<file path="config.mk">
export PLATFORM = sky130hd
export DESIGN_NAME = mdu_iter
export DESIGN_NICKNAME = d
export VERILOG_FILES = /design/src/rtl/mdu_iter_pkg.sv /design/src/rtl/mdu_iter.sv
export SDC_FILE = /design/constraint.sdc
export NUM_CORES = 1
export LEC_CHECK = 0
export CAP_MARGIN = 20
export CORE_UTILIZATION = 45
export CTS_BUF_LIST = sky130_fd_sc_hd__clkbuf_2
export DETAILED_ROUTE_END_ITERATION = 10
export HOLD_SLACK_MARGIN = 0.15
export PLACE_DENSITY_LB_ADDON = 0.1
export SLEW_MARGIN = 20
export SYNTH_ARGS = -nofsm -noshare
export SYNTH_HDL_FRONTEND = slang
export SYNTH_SLANG_ARGS = --single-unit
</file>
<file path="constraint.sdc">
create_clock -name clk -period 3.32 [get_ports clk]
set_input_delay 0.498 -clock clk [delete_from_list [all_inputs] [get_ports clk]]
set_output_delay 0.498 -clock clk [all_outputs]
set_load 0.005 [all_outputs]
</file>
<file path="src/rtl/mdu_iter_pkg.sv">
// ============================================================================
//  Module      : mdu_iter_pkg
//  Description : Shared op codes, FSM state encoding and decode helpers for
//                the iterative multiply/divide unit.
//  Revision    : 1.0 - initial release
// ============================================================================
`default_nettype none

package mdu_iter_pkg;

  localparam int MD_OP_W = 3;

  // Multiply/divide operation codes issued by the core's control decoder
  typedef enum logic [MD_OP_W-1:0] {
    MD_OP_NONE  = 3'd0,
    MD_OP_MULT  = 3'd1,
    MD_OP_MULTU = 3'd2,
    MD_OP_DIV   = 3'd3,
    MD_OP_DIVU  = 3'd4,
    MD_OP_MTHI  = 3'd5,
    MD_OP_MTLO  = 3'd6
  } md_op_e;

  // Sequencer states: IDLE waits for an op, CALC iterates, FIX writes HI/LO
  typedef enum logic [1:0] {
    MD_ST_IDLE = 2'd0,
    MD_ST_CALC = 2'd1,
    MD_ST_FIX  = 2'd2
  } md_state_e;

  // True for the four ops that occupy the iterative datapath
  function automatic logic md_is_arith(input logic [MD_OP_W-1:0] op);
    return (op == MD_OP_MULT) || (op == MD_OP_MULTU) ||
           (op == MD_OP_DIV)  || (op == MD_OP_DIVU);
  endfunction

  // True for the two-operand signed ops
  function automatic logic md_is_signed(input logic [MD_OP_W-1:0] op);
    return (op == MD_OP_MULT) || (op == MD_OP_DIV);
  endfunction

  // True for the divide ops
  function automatic logic md_is_div(input logic [MD_OP_W-1:0] op);
    return (op == MD_OP_DIV) || (op == MD_OP_DIVU);
  endfunction

endpackage

`default_nettype wire

</file>
<file path="src/rtl/mdu_iter.sv">
// ============================================================================
//  Module      : mdu_iter
//  Description : Iterative radix-2 multiply/divide unit with HI/LO registers.
//                MULT/MULTU/DIV/DIVU take WIDTH+1 busy cycles; MTHI/MTLO
//                write in one edge. Supports flush abort and defined
//                divide-by-zero / signed-overflow results.
//  Revision    : 1.0 - initial release
// ============================================================================
`default_nettype none

module mdu_iter
  import mdu_iter_pkg::*;
#(
  parameter int WIDTH = 32,
  parameter int CNT_W = 6
) (
  input  logic               clk,
  input  logic               rst,
  input  logic               start,
  input  logic [MD_OP_W-1:0] md_op,
  input  logic [WIDTH-1:0]   a,
  input  logic [WIDTH-1:0]   b,
  input  logic               flush,
  output logic               busy,
  output logic               done,
  output logic [WIDTH-1:0]   hi,
  output logic [WIDTH-1:0]   lo
);

  localparam logic [CNT_W-1:0] LAST_STEP = CNT_W'(WIDTH - 1);

  // Two's-complement negation at operand width
  function automatic logic [WIDTH-1:0] neg_w(input logic [WIDTH-1:0] v);
    return ~v + WIDTH'(1);
  endfunction

  // Two's-complement negation at product width
  function automatic logic [2*WIDTH-1:0] neg_2w(input logic [2*WIDTH-1:0] v);
    return ~v + (2*WIDTH)'(1);
  endfunction

  md_state_e            state_q;
  logic [CNT_W-1:0]     cnt_q;
  // Mul: {partial product, remaining multiplier bits}
  // Div: {partial remainder, dividend bits shifting out / quotient shifting in}
  logic [2*WIDTH-1:0]   acc_q;
  logic [2*WIDTH-1:0]   acc_d;
  logic [WIDTH-1:0]     opnd_q;   // |multiplicand| or |divisor|
  logic [WIDTH-1:0]     araw_q;   // raw dividend, returned on divide by zero
  logic                 is_div_q;
  logic                 is_sgn_q;
  logic                 sa_q;
  logic                 sb_q;
  logic                 bzero_q;
  logic                 done_q;
  logic [WIDTH-1:0]     hi_q;
  logic [WIDTH-1:0]     lo_q;

  logic [WIDTH:0]       mul_sum;
  logic [WIDTH:0]       rem_sh;
  logic [WIDTH:0]       rem_diff;
  logic [2*WIDTH-1:0]   prod_fix;
  logic [WIDTH-1:0]     fix_hi;
  logic [WIDTH-1:0]     fix_lo;

  logic                 op_sgn;
  logic                 op_div;
  logic                 a_neg;
  logic                 b_neg;
  logic [WIDTH-1:0]     abs_a;
  logic [WIDTH-1:0]     abs_b;

  // Issue-time operand conditioning: magnitudes and sign bits of signed ops
  always_comb begin
    op_sgn = md_is_signed(md_op);
    op_div = md_is_div(md_op);
    a_neg  = op_sgn & a[WIDTH-1];
    b_neg  = op_sgn & b[WIDTH-1];
    abs_a  = a_neg ? neg_w(a) : a;
    abs_b  = b_neg ? neg_w(b) : b;
  end

  // One radix-2 step: shift-add for multiply, restoring subtract for divide
  always_comb begin
    mul_sum  = {1'b0, acc_q[2*WIDTH-1:WIDTH]} + {1'b0, opnd_q};
    rem_sh   = {acc_q[2*WIDTH-1:WIDTH], acc_q[WIDTH-1]};
    rem_diff = rem_sh - {1'b0, opnd_q};
    acc_d    = acc_q;
    if (is_div_q) begin
      // A clear MSB means no borrow: the divisor fits, keep the difference
      if (!rem_diff[WIDTH]) begin
        acc_d = {rem_diff[WIDTH-1:0], acc_q[WIDTH-2:0], 1'b1};
      end else begin
        acc_d = {rem_sh[WIDTH-1:0], acc_q[WIDTH-2:0], 1'b0};
      end
    end else begin
      if (acc_q[0]) begin
        acc_d = {mul_sum, acc_q[WIDTH-1:1]};
      end else begin
        acc_d = {1'b0, acc_q[2*WIDTH-1:1]};
      end
    end
  end

  // Final sign correction and special-case results presented to HI/LO
  always_comb begin
    prod_fix = (is_sgn_q && (sa_q ^ sb_q)) ? neg_2w(acc_q) : acc_q;
    fix_hi   = prod_fix[2*WIDTH-1:WIDTH];
    fix_lo   = prod_fix[WIDTH-1:0];
    if (is_div_q) begin
      if (bzero_q) begin
        // Divide by zero: raw dividend in HI, all ones in LO, no sign fix
        fix_hi = araw_q;
        fix_lo = {WIDTH{1'b1}};
      end else begin
        fix_lo = (is_sgn_q && (sa_q ^ sb_q)) ? neg_w(acc_q[WIDTH-1:0])
                                               : acc_q[WIDTH-1:0];
        fix_hi = (is_sgn_q && sa_q) ? neg_w(acc_q[2*WIDTH-1:WIDTH])
                                    : acc_q[2*WIDTH-1:WIDTH];
      end
    end
  end

  // Sequencer, iteration datapath registers and HI/LO writeback
  always_ff @(posedge clk or negedge rst) begin
    if (!rst) begin
      state_q  <= MD_ST_IDLE;
      cnt_q    <= '0;
      acc_q    <= '0;
      opnd_q   <= '0;
      araw_q   <= '0;
      is_div_q <= 1'b0;
      is_sgn_q <= 1'b0;
      sa_q     <= 1'b0;
      sb_q     <= 1'b0;
      bzero_q  <= 1'b0;
      done_q   <= 1'b0;
      hi_q     <= '0;
      lo_q     <= '0;
    end else begin
      done_q <= 1'b0;
      if (flush) begin
        // Abort wins over everything, including a same-cycle issue or write
        state_q <= MD_ST_IDLE;
      end else begin
        case (state_q)
          MD_ST_IDLE: begin
            if (start) begin
              if (md_is_arith(md_op)) begin
                state_q  <= MD_ST_CALC;
                cnt_q    <= '0;
                is_div_q <= op_div;
                is_sgn_q <= op_sgn;
                sa_q     <= a_neg;
                sb_q     <= b_neg;
                bzero_q  <= (b == '0);
                araw_q   <= a;
                acc_q    <= op_div ? {{WIDTH{1'b0}}, abs_a} : {{WIDTH{1'b0}}, abs_b};
                opnd_q   <= op_div ? abs_b : abs_a;
              end else if (md_op == MD_OP_MTHI) begin
                hi_q <= a;
              end else if (md_op == MD_OP_MTLO) begin
                lo_q <= a;
              end
            end
          end
          MD_ST_CALC: begin
            acc_q <= acc_d;
            cnt_q <= cnt_q + CNT_W'(1);
            if (cnt_q == LAST_STEP) begin
              state_q <= MD_ST_FIX;
            end
          end
          MD_ST_FIX: begin
            hi_q    <= fix_hi;
            lo_q    <= fix_lo;
            done_q  <= 1'b1;
            state_q <= MD_ST_IDLE;
          end
          default: begin
            state_q <= MD_ST_IDLE;
          end
        endcase
      end
    end
  end

  assign busy = (state_q != MD_ST_IDLE);
  assign done = done_q;
  assign hi   = hi_q;
  assign lo   = lo_q;

endmodule

`default_nettype wire

</file>
==> results of run 1 <==
[per-layer routing]
metal | up-vias | share of wire
met5 | - | 0
met1 | 9233 | 0.44
met3 | 159 | 0.077
li1 | 8776 | -
met4 | 0 | 0.035
met2 | 766 | 0.45
[critical path: cells and delay by family, from the launching register on]
kind            cells  cell delay, ps
flops               1             430
simple gates        1             180
xor+xnor            1             180
buf+inv             2             370
fa+ha+maj           2             650
compound gates      7            1310
[layout by cell type, fill, tap and decap left out, types with 57 or more instances in the layout]
cell,n
a21oi_1,178
buf_4,227
clkbuf_2,95
clkdlybuf4s50_1,135
dfrtp_1,204
ha_1,68
inv_1,57
mux2i_1,65
nand2_1,380
nor2_1,194
o21ai_0,188
o22ai_1,61
xnor2_1,112
xor2_1,93
[registers in the layout, indices dropped and copies added (netlist names)]
register / flops
hi: 32
opnd_q: 32
bzero_q: 1
sb_q: 1
lo: 32
is_div_q: 1
state_q: 2
is_sgn_q: 1
acc_q: 64
cnt_q: 6
araw_q: 32
sa_q: 1
done: 1
[power by group through the flow]
stage,combinational (uW),clock [uW],sequential (uW)
3_5_place_dp,11100,0,4150
2_1_floorplan,7100,0,3790
5_1_grt,12500,2200,4200
6_report,11500,2030,4130
3_3_place_gp,11000,0,4140
4_1_cts,11200,2070,4100
[logic make-up (layout without fill, tap and decap cells)]
group	after synthesis	after routing
and+or+nand+nor	785	785
AOI/OAI and AO/OA	712	712
adders and majority gates	71	71
muxes	68	68
other	0	4
DFF	206	206
buffers and inverters	228	570
xor gates and xnor gates	207	207
[through the flow]
| step | instances | utilization |
|---|---|---|
| 3_5_place_dp | 2989 | 0.547 |
| 4_1_cts | 3126 | 0.569 |
| 5_1_grt | 3131 | 0.572 |
| 3_3_place_gp | 2989 | 0.547 |
| 6_report | 3134 | 0.572 |
| 2_1_floorplan | 2277 | - |
[layout make-up]
type                            count  area, um^2
Antenna cell                        4        10.0
Clock buffer                       95         475
Clock inverter                     15        68.8
Fill cell                        3678       16200
Inverter                           58         218
Multi-Input combinational cell   1843       11500
Sequential cell                   206        5160
Tap cell                          511         639
Timing Repair Buffer              402        3600
[what timing repair did]
item	in CTS	in global routing
pin swaps	0	6
hold buffers	27	0
resized for setup	2	20
setup endpoints to repair	1	35
setup buffers	0	4
hold endpoints to repair	234	0
[final timing paths]
check	startpoint	cells after the start	slack [ps]	to
setup / recovery	opnd_q[0]$_DFFE_PN0P_	13	90	acc_q[58]$_DFFE_PN0P_
hold / removal	a[25]	4	230	araw_q[25]$_DFFE_PN0P_
setup reg to reg	opnd_q[0]$_DFFE_PN0P_	13	90	acc_q[58]$_DFFE_PN0P_
hold reg to reg	araw_q[26]$_DFFE_PN0P_	2	480	araw_q[26]$_DFFE_PN0P_
max in group asynchronous	rst	4	2260	acc_q[15]$_DFFE_PN0P_
min in group asynchronous	rst	4	620	opnd_q[30]$_DFFE_PN0P_
==> tab_implementation.tex, run 1 <==
\begin{tabular}{lr}
\hline
Metric & Value \\
\hline
\multicolumn{2}{l}{\textbf{Status}} \\
Result of the run & complete, no violations \\
\multicolumn{2}{l}{\textbf{Yosys}} \\
Commonest register cell after synthesis & dfrtp\_1 \\
Leading cell type by number of instances after synthesis & nand2\_1 \\
Synth top cells by count & 381 x nand2\_1, 206 x dfrtp\_1, 195 x nor2\_1 \\
Post-Synth XOR/XNOR Area & 0.105 \\
Syn avg cell area & 7.63 um\^{}2 \\
Post-synthesis instance area & 17400 um\^{}2 \\
Seq/Total Area, Yosys & 0.297 \\
Number of synthesized register bits & 206 \\
Portion of netlist area occupied by mux cells & 0.0394 \\
Area share of the largest cell type after synthesis & 0.297 \\
Cell taking the most area after synthesis & dfrtp\_1 \\
Number of synthesized flops with an enable pin & 0 \\
Yosys warning total & 0 \\
Cell count after synthesis & 2277 \\
Combinational family with the most area after synthesis & compound AO/OA/AOI/OAI gates \\
Count of unique library cells instantiated by Yosys & 77 \\
Syn Nets & 2419 \\
Proportion of synthesized flip-flops having asynchronous set or reset & 1.00 \\
Complex-gate fraction of the synthesized area & 0.256 \\
Area fraction in and, or, nand and nor cells after synthesis & 0.200 \\
Top post-synthesis cells by area & dfrtp\_1 30\%, nand2\_1 8.2\%, xnor2\_1 5.6\% \\
Adder-cell area share of the yosys netlist & 0.0520 \\
\multicolumn{2}{l}{\textbf{STA}} \\
Fraction of the cycle the final worst path needs & 0.973 \\
Count of endpoints failing hold in the final timing report & 0 \\
Worst hold slack & 225 ps \\
Transition time at the pin with the least slew margin & 877 ps \\
Slew headroom & 0.414 \\
Worst clock skew & 46.3 ps \\
Summed negative setup slack over all endpoints & 0 ps \\
Clock period minus worst slack & 3230 ps \\
Post-route worst setup slack & 91.0 ps \\
Maximum frequency from static timing analysis & 0.310 GHz \\
Finish-stage setup viols & 0 \\
Number of max-slew violations in the final report & 0 \\
\multicolumn{2}{l}{\textbf{Placement}} \\
Worst-case setup slack after placement & -251 ps \\
Post-place instance area & 20700 um\^{}2 \\
Buffers on Ports & 136 \\
Hpwl dp & 54.9 mm \\
Routability congestion estimate & 1.02 \\
\multicolumn{2}{l}{\textbf{Global route}} \\
Antenna violations before repair & 1 \\
Via count of the first global-routing pass & 18100 \\
Global-route wire length before repair & 109 mm \\
Grt met3 use & 0.0665 \\
Met2 capacity usage during global routing & 0.574 \\
Residual overflow from global routing & 0 \\
Pin count of the biggest net entering global routing & 77 \\
Met1 Track Usage GR & 0.503 \\
Most utilized layer in the global route result & met2 \\
Global routing usage summed across all routing layers & 0.366 \\
\multicolumn{2}{l}{\textbf{Power and ir drop}} \\
Pleak & 0.00957 uW \\
Part of the power in registers & 0.233 \\
Maximum resistive drop on vdd & 0.550 mV \\
P\_int & 8940 uW \\
Switching power & 8770 uW \\
Overall power of the completed layout & 17700 uW \\
Switching share of power & 0.495 \\
Relative contribution of combinational cells to total power & 0.652 \\
Power Density & 818 nW/um\^{}2 \\
Clock share of power & 0.115 \\
\multicolumn{2}{l}{\textbf{Die}} \\
Overall die height & 198 um \\
Total number of placement rows & 71 \\
Floorplan Core Area & 37800 um\^{}2 \\
Effective utilization at floorplan & 0.459 \\
Die ar. & 39400 um\^{}2 \\
Io pins & 137 \\
Chip Width & 198 um \\
\multicolumn{2}{l}{\textbf{CTS}} \\
Sink Count & 206 \\
Clock transition time at the flip-flop clock pins of the worst setup and hold paths & 110 ps \\
Number of H-tree levels & 2 \\
Latest clock arrival within the worst-skew pair & 1100 ps \\
Library cell used as clock root buffer & clkbuf\_2 \\
Clock buffer count from CTS & 59 \\
TritonCTS clock tree & built \\
Maximum buffer depth of the clock tree & 3 \\
\multicolumn{2}{l}{\textbf{Detailed routing}} \\
Count of unresolved DRC violations after routing & 0 \\
Number of nets with antenna violations after detailed routing & 0 \\
Drt total wl & 71.9 mm \\
Iter 0 DRT Violations & 1750 \\
DRT Pass-1 Iters & 5 \\
Vias after detailed routing & 18900 \\
Drt wl/cell & 22.9 um \\
Post-detailed-route via-to-cell ratio & 6.04 \\
\multicolumn{2}{l}{\textbf{Worst setup path}} \\
Critical Path Fanout Max & 4 \\
Data arrival, critical path & 4190 ps \\
Critical setup path kind & flip-flop to flip-flop \\
CP Cell Sequence & ha\_1 -> fa\_1 -> nand2b\_1 -> a21oi\_1 -> o211ai\_1 -> buf\_4 -> o211ai\_1 -> a41o\_2 -> buf\_4 -> a41oi\_1 -> xnor2\_1 -> a21oi\_1 -> o22ai\_1 \\
Kind of end point of the critical path & flip-flop \\
Category of the worst setup path launch point & flip-flop \\
CP max stage cell & dfrtp\_1 \\
WP data required & 4280 ps \\
Largest stage delay on the critical path & 430 ps \\
\multicolumn{2}{l}{\textbf{Run}} \\
Number of max-cap violations & 0 \\
\multicolumn{2}{l}{\textbf{Cells and area}} \\
Final net count & 2712 \\
Post-layout instance area & 21700 um\^{}2 \\
Area overhead of the layout relative to synthesis & 24.7\% \\
Share of final-layout standard cells stronger than drive strength 1 & 0.150 \\
\multicolumn{2}{l}{\textbf{Worst hold path}} \\
Path class of the lowest-slack min-delay path & input pin to flip-flop \\
\hline
\end{tabular}
Power figures use the tool's default switching activity.
==> inputs of run 2 (changes only) <==
CORE_MARGIN = 8   (was default)
TNS_END_PERCENT = 20   (was default)
==> run 2 against run 1 <==
  * Via count fell by 0.76%
  * Combinational power barely moved
  * Maximum frequency grew 0.21%
  * Critical path depth is the same
==> tab_implementation.tex, run 2 (synthesis gave the netlist of run 1 again) <==
\begin{tabular}{lr}
\hline
Metric & Value \\
\hline
\multicolumn{2}{l}{\textbf{Cells and area}} \\
Most common cell after layout, fill and taps aside & nand2\_1 \\
Post-layout instance area & 21400 um\^{}2 (-1.3\%) \\
Largest reg by FF count & acc\_q \\
Layout Cells excl Fill & 3106 (-0.89\%) \\
Share of final-layout standard cells stronger than drive strength 1 & 0.137 (-0.0139) \\
Filler Cells Inserted & 3808 (+3.5\%) \\
Max reg flops & 64 (unchanged) \\
Final net count & 2683 (-1.1\%) \\
Commonest cells after routing, fill and taps aside & 380 x nand2\_1, 206 x buf\_4, 205 x dfrtp\_1 \\
Area overhead of the layout relative to synthesis & 23.1\% \\
\multicolumn{2}{l}{\textbf{Worst setup path}} \\
Critical path buffers and inverters & 3 (+1) \\
Category of the worst setup path launch point & flip-flop \\
Kind of end point of the critical path & flip-flop \\
Critical setup path kind & flip-flop to flip-flop \\
Data arrival, critical path & 4110 ps (-80 ps) \\
Largest delay share family, worst path & simple AND/OR/NAND/NOR gates \\
WP data required & 4210 ps (-70 ps) \\
Largest stage delay on the critical path & 460 ps (+30 ps) \\
Critical Path Fanout Max & 5 (+1) \\
Most common cell type on the critical path & buf\_4 \\
Reg2reg path depth & 13 (unchanged) \\
Number of logic stages on the critical path including buffering & 13 (unchanged) \\
CP Cell Sequence & buf\_4 -> inv\_1 -> buf\_4 -> ha\_1 -> nor3b\_2 -> nand3\_1 -> or4\_1 -> or3\_1 -> nor4\_1 -> a21oi\_1 -> xnor2\_1 -> a221oi\_1 -> o21ai\_0 \\
CP max stage cell & or4\_1 \\
\multicolumn{2}{l}{\textbf{Die}} \\
Die ar. & 45100 um\^{}2 (+15\%) \\
Chip Width & 212 um (+7.1\%) \\
Effective utilization at floorplan & 0.453 (-0.00637) \\
Overall die height & 212 um (+7.1\%) \\
Floorplan Core Area & 38400 um\^{}2 (+1.4\%) \\
Total number of placement rows & 72 (+1.4\%) \\
Io pins & 137 (unchanged) \\
\multicolumn{2}{l}{\textbf{CTS}} \\
Clock transition time at the flip-flop clock pins of the worst setup and hold paths & 110 ps (about the same) \\
TritonCTS clock tree & built \\
Maximum buffer depth of the clock tree & 3 (unchanged) \\
Library cell used as clock root buffer & clkbuf\_2 \\
Clock buffer count from CTS & 60 (+1.7\%) \\
Latest clock arrival within the worst-skew pair & 1040 ps (-60 ps) \\
Sink Count & 206 (unchanged) \\
Number of H-tree levels & 2 (unchanged) \\
\multicolumn{2}{l}{\textbf{STA}} \\
Maximum frequency from static timing analysis & 0.310 GHz (+0.21\%) \\
Transition time at the pin with the least slew margin & 945 ps (+68.9 ps) \\
Number of max-slew violations in the final report & 0 (unchanged) \\
Slew headroom & 0.368 (-0.0460) \\
RSZ-0062 raised after global routing & yes \\
Fraction of the cycle the final worst path needs & 0.971 (-0.00206) \\
Finish-stage setup viols & 0 (unchanged) \\
Worst hold slack & 271 ps (+45.4 ps) \\
Summed negative setup slack over all endpoints & 0 ps (unchanged) \\
Clock period minus worst slack & 3220 ps (-6.85 ps) \\
Count of endpoints failing hold in the final timing report & 0 (unchanged) \\
Worst clock skew & 85.5 ps (+39.2 ps) \\
\multicolumn{2}{l}{\textbf{Global route}} \\
Via count of the first global-routing pass & 18200 (+0.61\%) \\
Global routing usage summed across all routing layers & 0.315 (-0.0507) \\
Global-route wire length before repair & 110 mm (+1.1\%) \\
Pin count of the biggest net entering global routing & 85 (+10\%) \\
Residual overflow from global routing & 0 (unchanged) \\
Antenna violations before repair & 2 (+1) \\
\multicolumn{2}{l}{\textbf{Placement}} \\
Buffers on Ports & 136 (unchanged) \\
Hpwl dp & 55.7 mm (+1.4\%) \\
Routability congestion estimate & 0.956 (-6.0\%) \\
Post-place instance area & 20500 um\^{}2 (-0.77\%) \\
Total instance count after detailed placement & 2975 (-0.47\%) \\
\multicolumn{2}{l}{\textbf{Run}} \\
Number of max-cap violations & 0 (unchanged) \\
\multicolumn{2}{l}{\textbf{Detailed routing}} \\
DRT Pass-1 Iters & 6 (+1) \\
Count of unresolved DRC violations after routing & 0 (unchanged) \\
Drt total wl & 72.5 mm (+0.75\%) \\
Vias after detailed routing & 18800 (-0.76\%) \\
Iter 0 DRT Violations & 1653 (-5.5\%) \\
Drt wl/cell & 23.3 um (+1.7\%) \\
Number of nets with antenna violations after detailed routing & 0 (unchanged) \\
Post-detailed-route via-to-cell ratio & 6.05 (+0.13\%) \\
\multicolumn{2}{l}{\textbf{Worst hold path}} \\
Worst hold path cell count & 4 (unchanged) \\
Path class of the lowest-slack min-delay path & input pin to flip-flop \\
\multicolumn{2}{l}{\textbf{Status}} \\
Result of the run & complete, no violations \\
\multicolumn{2}{l}{\textbf{Power and ir drop}} \\
Maximum resistive drop on vdd & 0.432 mV (-21\%) \\
Overall power of the completed layout & 17400 uW (-1.5\%) \\
Power Density & 816 nW/um\^{}2 (-0.28\%) \\
Pleak & 0.00940 uW (-1.8\%) \\
\hline
\end{tabular}
run 2: through the flow:
step	utilization	setup WS (ps)
3_5_place_dp	0.535	-265
2_1_floorplan	-	267
4_1_cts	0.554	-31.1
3_3_place_gp	0.535	-136
5_1_grt	0.557	-35.6
6_report	0.557	97.8
run 2: area by class of cell:
| type | instances | area [um^2] | area share |
|---|---|---|---|
| timing repair buffer | 372 | 3340 | 0.156 |
| tap | 518 | 648 | 0.0303 |
| clock inverter | 25 | 123 | 0.00574 |
| inverter | 58 | 218 | 0.0102 |
| antenna | 2 | 5.00 | 0.000234 |
| sequential | 206 | 5160 | 0.241 |
| multi-input combinational | 1843 | 11500 | 0.537 |
| clock buffer | 82 | 410 | 0.0192 |
run 2: worst min-delay path, stage by stage:
cell	delay, ps
clkdlybuf4s50_1	470
buf_4	200
nand2_1	60
nand2_1	40
run 2: path summary, 6_finish.rpt:
kind,start,to,slack (ps)
hold / removal,a[25],araw_q[25]$_DFFE_PN0P_,270
setup reg to reg,acc_q[33]$_DFFE_PN0P_,hi[26]$_DFFE_PN0P_,100
hold reg to reg,araw_q[26]$_DFFE_PN0P_,araw_q[26]$_DFFE_PN0P_,480
max in group asynchronous,rst,hi[11]$_DFFE_PN0P_,2210
min in group asynchronous,rst,opnd_q[26]$_DFFE_PN0P_,640
setup / recovery,acc_q[33]$_DFFE_PN0P_,hi[26]$_DFFE_PN0P_,100
run 2: power by group:
| group | total (uW) | leakage [uW] | internal, uW | switching (uW) |
|---|---|---|---|---|
| combinational | 11300 | 0.00640 | 4820 | 6510 |
| sequential | 4110 | 0.00260 | 3230 | 882 |
| clock | 2000 | 0.000397 | 750 | 1250 |
run 2: metal layers:
layer / global-route usage / up-vias / routed length, um
met3: 0.0542 / 154 / 5130
li1: - / 8700 / -
met2: 0.505 / 758 / 33600
met4: 0.122 / 0 / 2610
met1: 0.421 / 9178 / 31100
met5: 0 / - / 0
run 2: what timing repair did:
item	4_1_cts	5_1_grt
endpoints found under the setup margin	2	32
pin swaps	0	7
hold buffers	19	0
hold endpoints to repair	222	0
buffers inserted	0	3
resized for setup	2	16
==> inputs of run 3 (changes only) <==
clock period = 2.6 ns   (was 3.32 ns; I/O delays follow)
==> run 3 against run 2 <==
  * Setup slack got worse by 560 ps
  * Maximum frequency rose by 5.1%
  * Clock power is 36% higher
  * The run now ends with negative setup slack left
  * Die area did not move
  * Combinational power is 84% higher
  * Global-route usage increased by 3.8 points
  * Largest cell class unchanged
  * Non-clock buffer count grew 395
  * Critical endpoint is now acc_q[62]$_DFFE_PN0P_
  * Via count up 11%
  * Largest power group unchanged
  * Critical path depth decreased by 1
==> tab_implementation.tex, run 3 (synthesis gave the netlist of run 1 again) <==
\begin{tabular}{lr}
\hline
Metric & Value \\
\hline
\multicolumn{2}{l}{\textbf{Status}} \\
Result of the run & finished with violations \\
Violated checks & negative setup slack \\
\multicolumn{2}{l}{\textbf{CTS}} \\
Sink Count & 206 (unchanged) \\
Clock transition time at the flip-flop clock pins of the worst setup and hold paths & 130 ps (+20 ps) \\
Clock buffer count from CTS & 59 (-1.7\%) \\
Latest clock arrival within the worst-skew pair & 1060 ps (+20 ps) \\
Maximum buffer depth of the clock tree & 3 (unchanged) \\
Number of H-tree levels & 2 (unchanged) \\
TritonCTS clock tree & built \\
Library cell used as clock root buffer & clkbuf\_2 \\
\multicolumn{2}{l}{\textbf{Cells and area}} \\
Most common cell after layout, fill and taps aside & buf\_4 \\
Filler Cells Inserted & 3369 (-12\%) \\
Largest reg by FF count & acc\_q \\
Post-layout instance area & 25500 um\^{}2 (+19\%) \\
Commonest cells after routing, fill and taps aside & 556 x buf\_4, 373 x nand2\_1, 195 x dfrtp\_1 \\
Max reg flops & 64 (unchanged) \\
Area overhead of the layout relative to synthesis & 47.0\% \\
Final net count & 3077 (+15\%) \\
Share of final-layout standard cells stronger than drive strength 1 & 0.292 (+0.155) \\
\multicolumn{2}{l}{\textbf{Power and ir drop}} \\
Switching power & 13200 uW (+53\%) \\
P\_int & 15300 uW (+74\%) \\
Power Density & 1120 nW/um\^{}2 (+37\%) \\
Clock share of power & 0.095 (-0.020) \\
Relative contribution of combinational cells to total power & 0.729 (+0.080) \\
Part of the power in registers & 0.176 (-0.060) \\
Pleak & 0.0116 uW (+23\%) \\
Maximum resistive drop on vdd & 0.513 mV (+19\%) \\
Switching share of power & 0.463 (-0.0322) \\
\multicolumn{2}{l}{\textbf{Worst setup path}} \\
Data arrival, critical path & 4020 ps (-90 ps) \\
CP max stage cell & dfrtp\_2 \\
Kind of end point of the critical path & flip-flop \\
WP data required & 3560 ps (-650 ps) \\
Critical setup path kind & flip-flop to flip-flop \\
Critical Path Fanout Max & 3 (-2) \\
Largest stage delay on the critical path & 470 ps (about the same) \\
Category of the worst setup path launch point & flip-flop \\
Most common cell type on the critical path & buf\_4 \\
CP Cell Sequence & ha\_4 -> a211oi\_4 -> o21ai\_2 -> o311ai\_2 -> buf\_4 -> o221ai\_4 -> a21boi\_2 -> nor2\_2 -> o31ai\_4 -> buf\_4 -> mux2\_2 -> o32ai\_2 \\
\multicolumn{2}{l}{\textbf{STA}} \\
Worst clock skew & 61.0 ps (-24.5 ps) \\
Fraction of the cycle the final worst path needs & 1.18 (+0.208) \\
Finish-stage setup viols & 52 (+52) \\
Count of endpoints failing hold in the final timing report & 0 (unchanged) \\
Number of max-slew violations in the final report & 0 (unchanged) \\
Transition time at the pin with the least slew margin & 939 ps (-6.24 ps) \\
Worst hold slack & 287 ps (+16.6 ps) \\
Clock period minus worst slack & 3070 ps (-157 ps) \\
RSZ-0062 raised after global routing & yes \\
Maximum frequency from static timing analysis & 0.326 GHz (+5.1\%) \\
Slew headroom & 0.369 (+0.000868) \\
Post-route worst setup slack & -465 ps (-563 ps) \\
\multicolumn{2}{l}{\textbf{Detailed routing}} \\
Iter 0 DRT Violations & 2371 (+43\%) \\
DRT Pass-1 Iters & 6 (unchanged) \\
Drt total wl & 81.1 mm (+12\%) \\
Vias after detailed routing & 20800 (+11\%) \\
Post-detailed-route via-to-cell ratio & 5.93 (-2.0\%) \\
Drt wl/cell & 23.1 um (-0.81\%) \\
Count of unresolved DRC violations after routing & 0 (unchanged) \\
Number of nets with antenna violations after detailed routing & 0 (unchanged) \\
\multicolumn{2}{l}{\textbf{Die}} \\
Floorplan Core Area & 38400 um\^{}2 (unchanged) \\
Overall die height & 212 um (unchanged) \\
Die ar. & 45100 um\^{}2 (unchanged) \\
Total number of placement rows & 72 (unchanged) \\
Effective utilization at floorplan & 0.453 (unchanged) \\
Io pins & 137 (unchanged) \\
Chip Width & 212 um (unchanged) \\
\multicolumn{2}{l}{\textbf{Placement}} \\
Buffers on Ports & 136 (unchanged) \\
Post-place instance area & 23400 um\^{}2 (+14\%) \\
Routability congestion estimate & 1.05 (+9.5\%) \\
Hpwl dp & 61.5 mm (+10\%) \\
\multicolumn{2}{l}{\textbf{Global route}} \\
Residual overflow from global routing & 0 (unchanged) \\
Global routing usage summed across all routing layers & 0.354 (+0.0385) \\
Via count of the first global-routing pass & 20600 (+13\%) \\
Pin count of the biggest net entering global routing & 70 (-18\%) \\
Antenna violations before repair & 3 (+1) \\
Global-route wire length before repair & 122 mm (+12\%) \\
\multicolumn{2}{l}{\textbf{Worst hold path}} \\
Path class of the lowest-slack min-delay path & input pin to flip-flop \\
\multicolumn{2}{l}{\textbf{Run}} \\
Number of max-cap violations & 0 (unchanged) \\
\hline
\end{tabular}
run 3: metal layers:
| metal | track usage | vias to the layer above | share of wire |
|---|---|---|---|
| met5 | 0 | - | 0.00016 |
| li1 | - | 9505 | - |
| met1 | 0.452 | 9985 | 0.41 |
| met2 | 0.562 | 1029 | 0.45 |
| met4 | 0.176 | 2 | 0.053 |
| met3 | 0.0764 | 261 | 0.086 |
run 3: area by class of cell:
type | instances | area [um^2] | area share
clock inverter | 28 | 166 | 0.00652
inverter | 58 | 220 | 0.00863
clock buffer | 82 | 410 | 0.0161
timing repair buffer | 767 | 6580 | 0.258
tap | 518 | 648 | 0.0254
sequential | 206 | 5170 | 0.203
multi-input combinational | 1843 | 12300 | 0.483
antenna | 3 | 7.51 | 0.000294
run 3: repair_timing:
item                       in CTS  in global routing
buffers inserted               15                  6
setup endpoints to repair      68                102
hold buffers                   37                  0
resized for setup             114                 78
pin swaps                      46                 38
hold endpoints to repair      253                  0
cloned                          2                  1
run 3: per-stage QoR:
stage               std cells  TNS (ps)  utilization  worst slack, ps  total power (uW)
floorplan                2277     -2230            -             -181             14200
global placement         3332    -50720        0.610             -814             22500
detailed placement       3332    -58190        0.610             -880             22700
CTS                      3496    -10490        0.655             -412             27300
global route             3504    -18670        0.665             -537             30300
finish                   3505    -14010        0.665             -465             28500
run 3: final timing paths:
| check | startpoint | endpoint | slack [ps] | cells after the start |
|---|---|---|---|---|
| hold / removal | b[20] | acc_q[20]$_DFFE_PN0P_ | 290 | 5 |
| max in group asynchronous | rst | acc_q[32]$_DFFE_PN0P_ | 1600 | 4 |
| setup reg to reg | opnd_q[0]$_DFFE_PN0P_ | acc_q[62]$_DFFE_PN0P_ | -470 | 12 |
| min in group asynchronous | rst | acc_q[42]$_DFFE_PN0P_ | 560 | 4 |
| hold reg to reg | araw_q[10]$_DFFE_PN0P_ | araw_q[10]$_DFFE_PN0P_ | 490 | 2 |
| setup / recovery | opnd_q[0]$_DFFE_PN0P_ | acc_q[62]$_DFFE_PN0P_ | -470 | 12 |
run 3: power groups by stage:
stage | Combinational, uW | Sequential (uW) | Clock [uW]
3_5_place_dp | 17700 | 5030 | 0
5_1_grt | 22200 | 5130 | 2920
4_1_cts | 19600 | 5000 | 2760
3_3_place_gp | 17400 | 5010 | 0
2_1_floorplan | 9370 | 4850 | 0
6_report | 20800 | 5030 | 2710
run 3: critical path, delay by kind of cell (launching register included):
| kind | cells | cell delay [ps] |
|---|---|---|
| AO/OA/AOI/OAI | 7 | 1560 |
| adder cells (fa/ha/maj) | 1 | 200 |
| buffers and inverters | 2 | 380 |
| flip-flops | 1 | 470 |
| multiplexers | 1 | 330 |
| AND/OR/NAND/NOR | 1 | 70 |
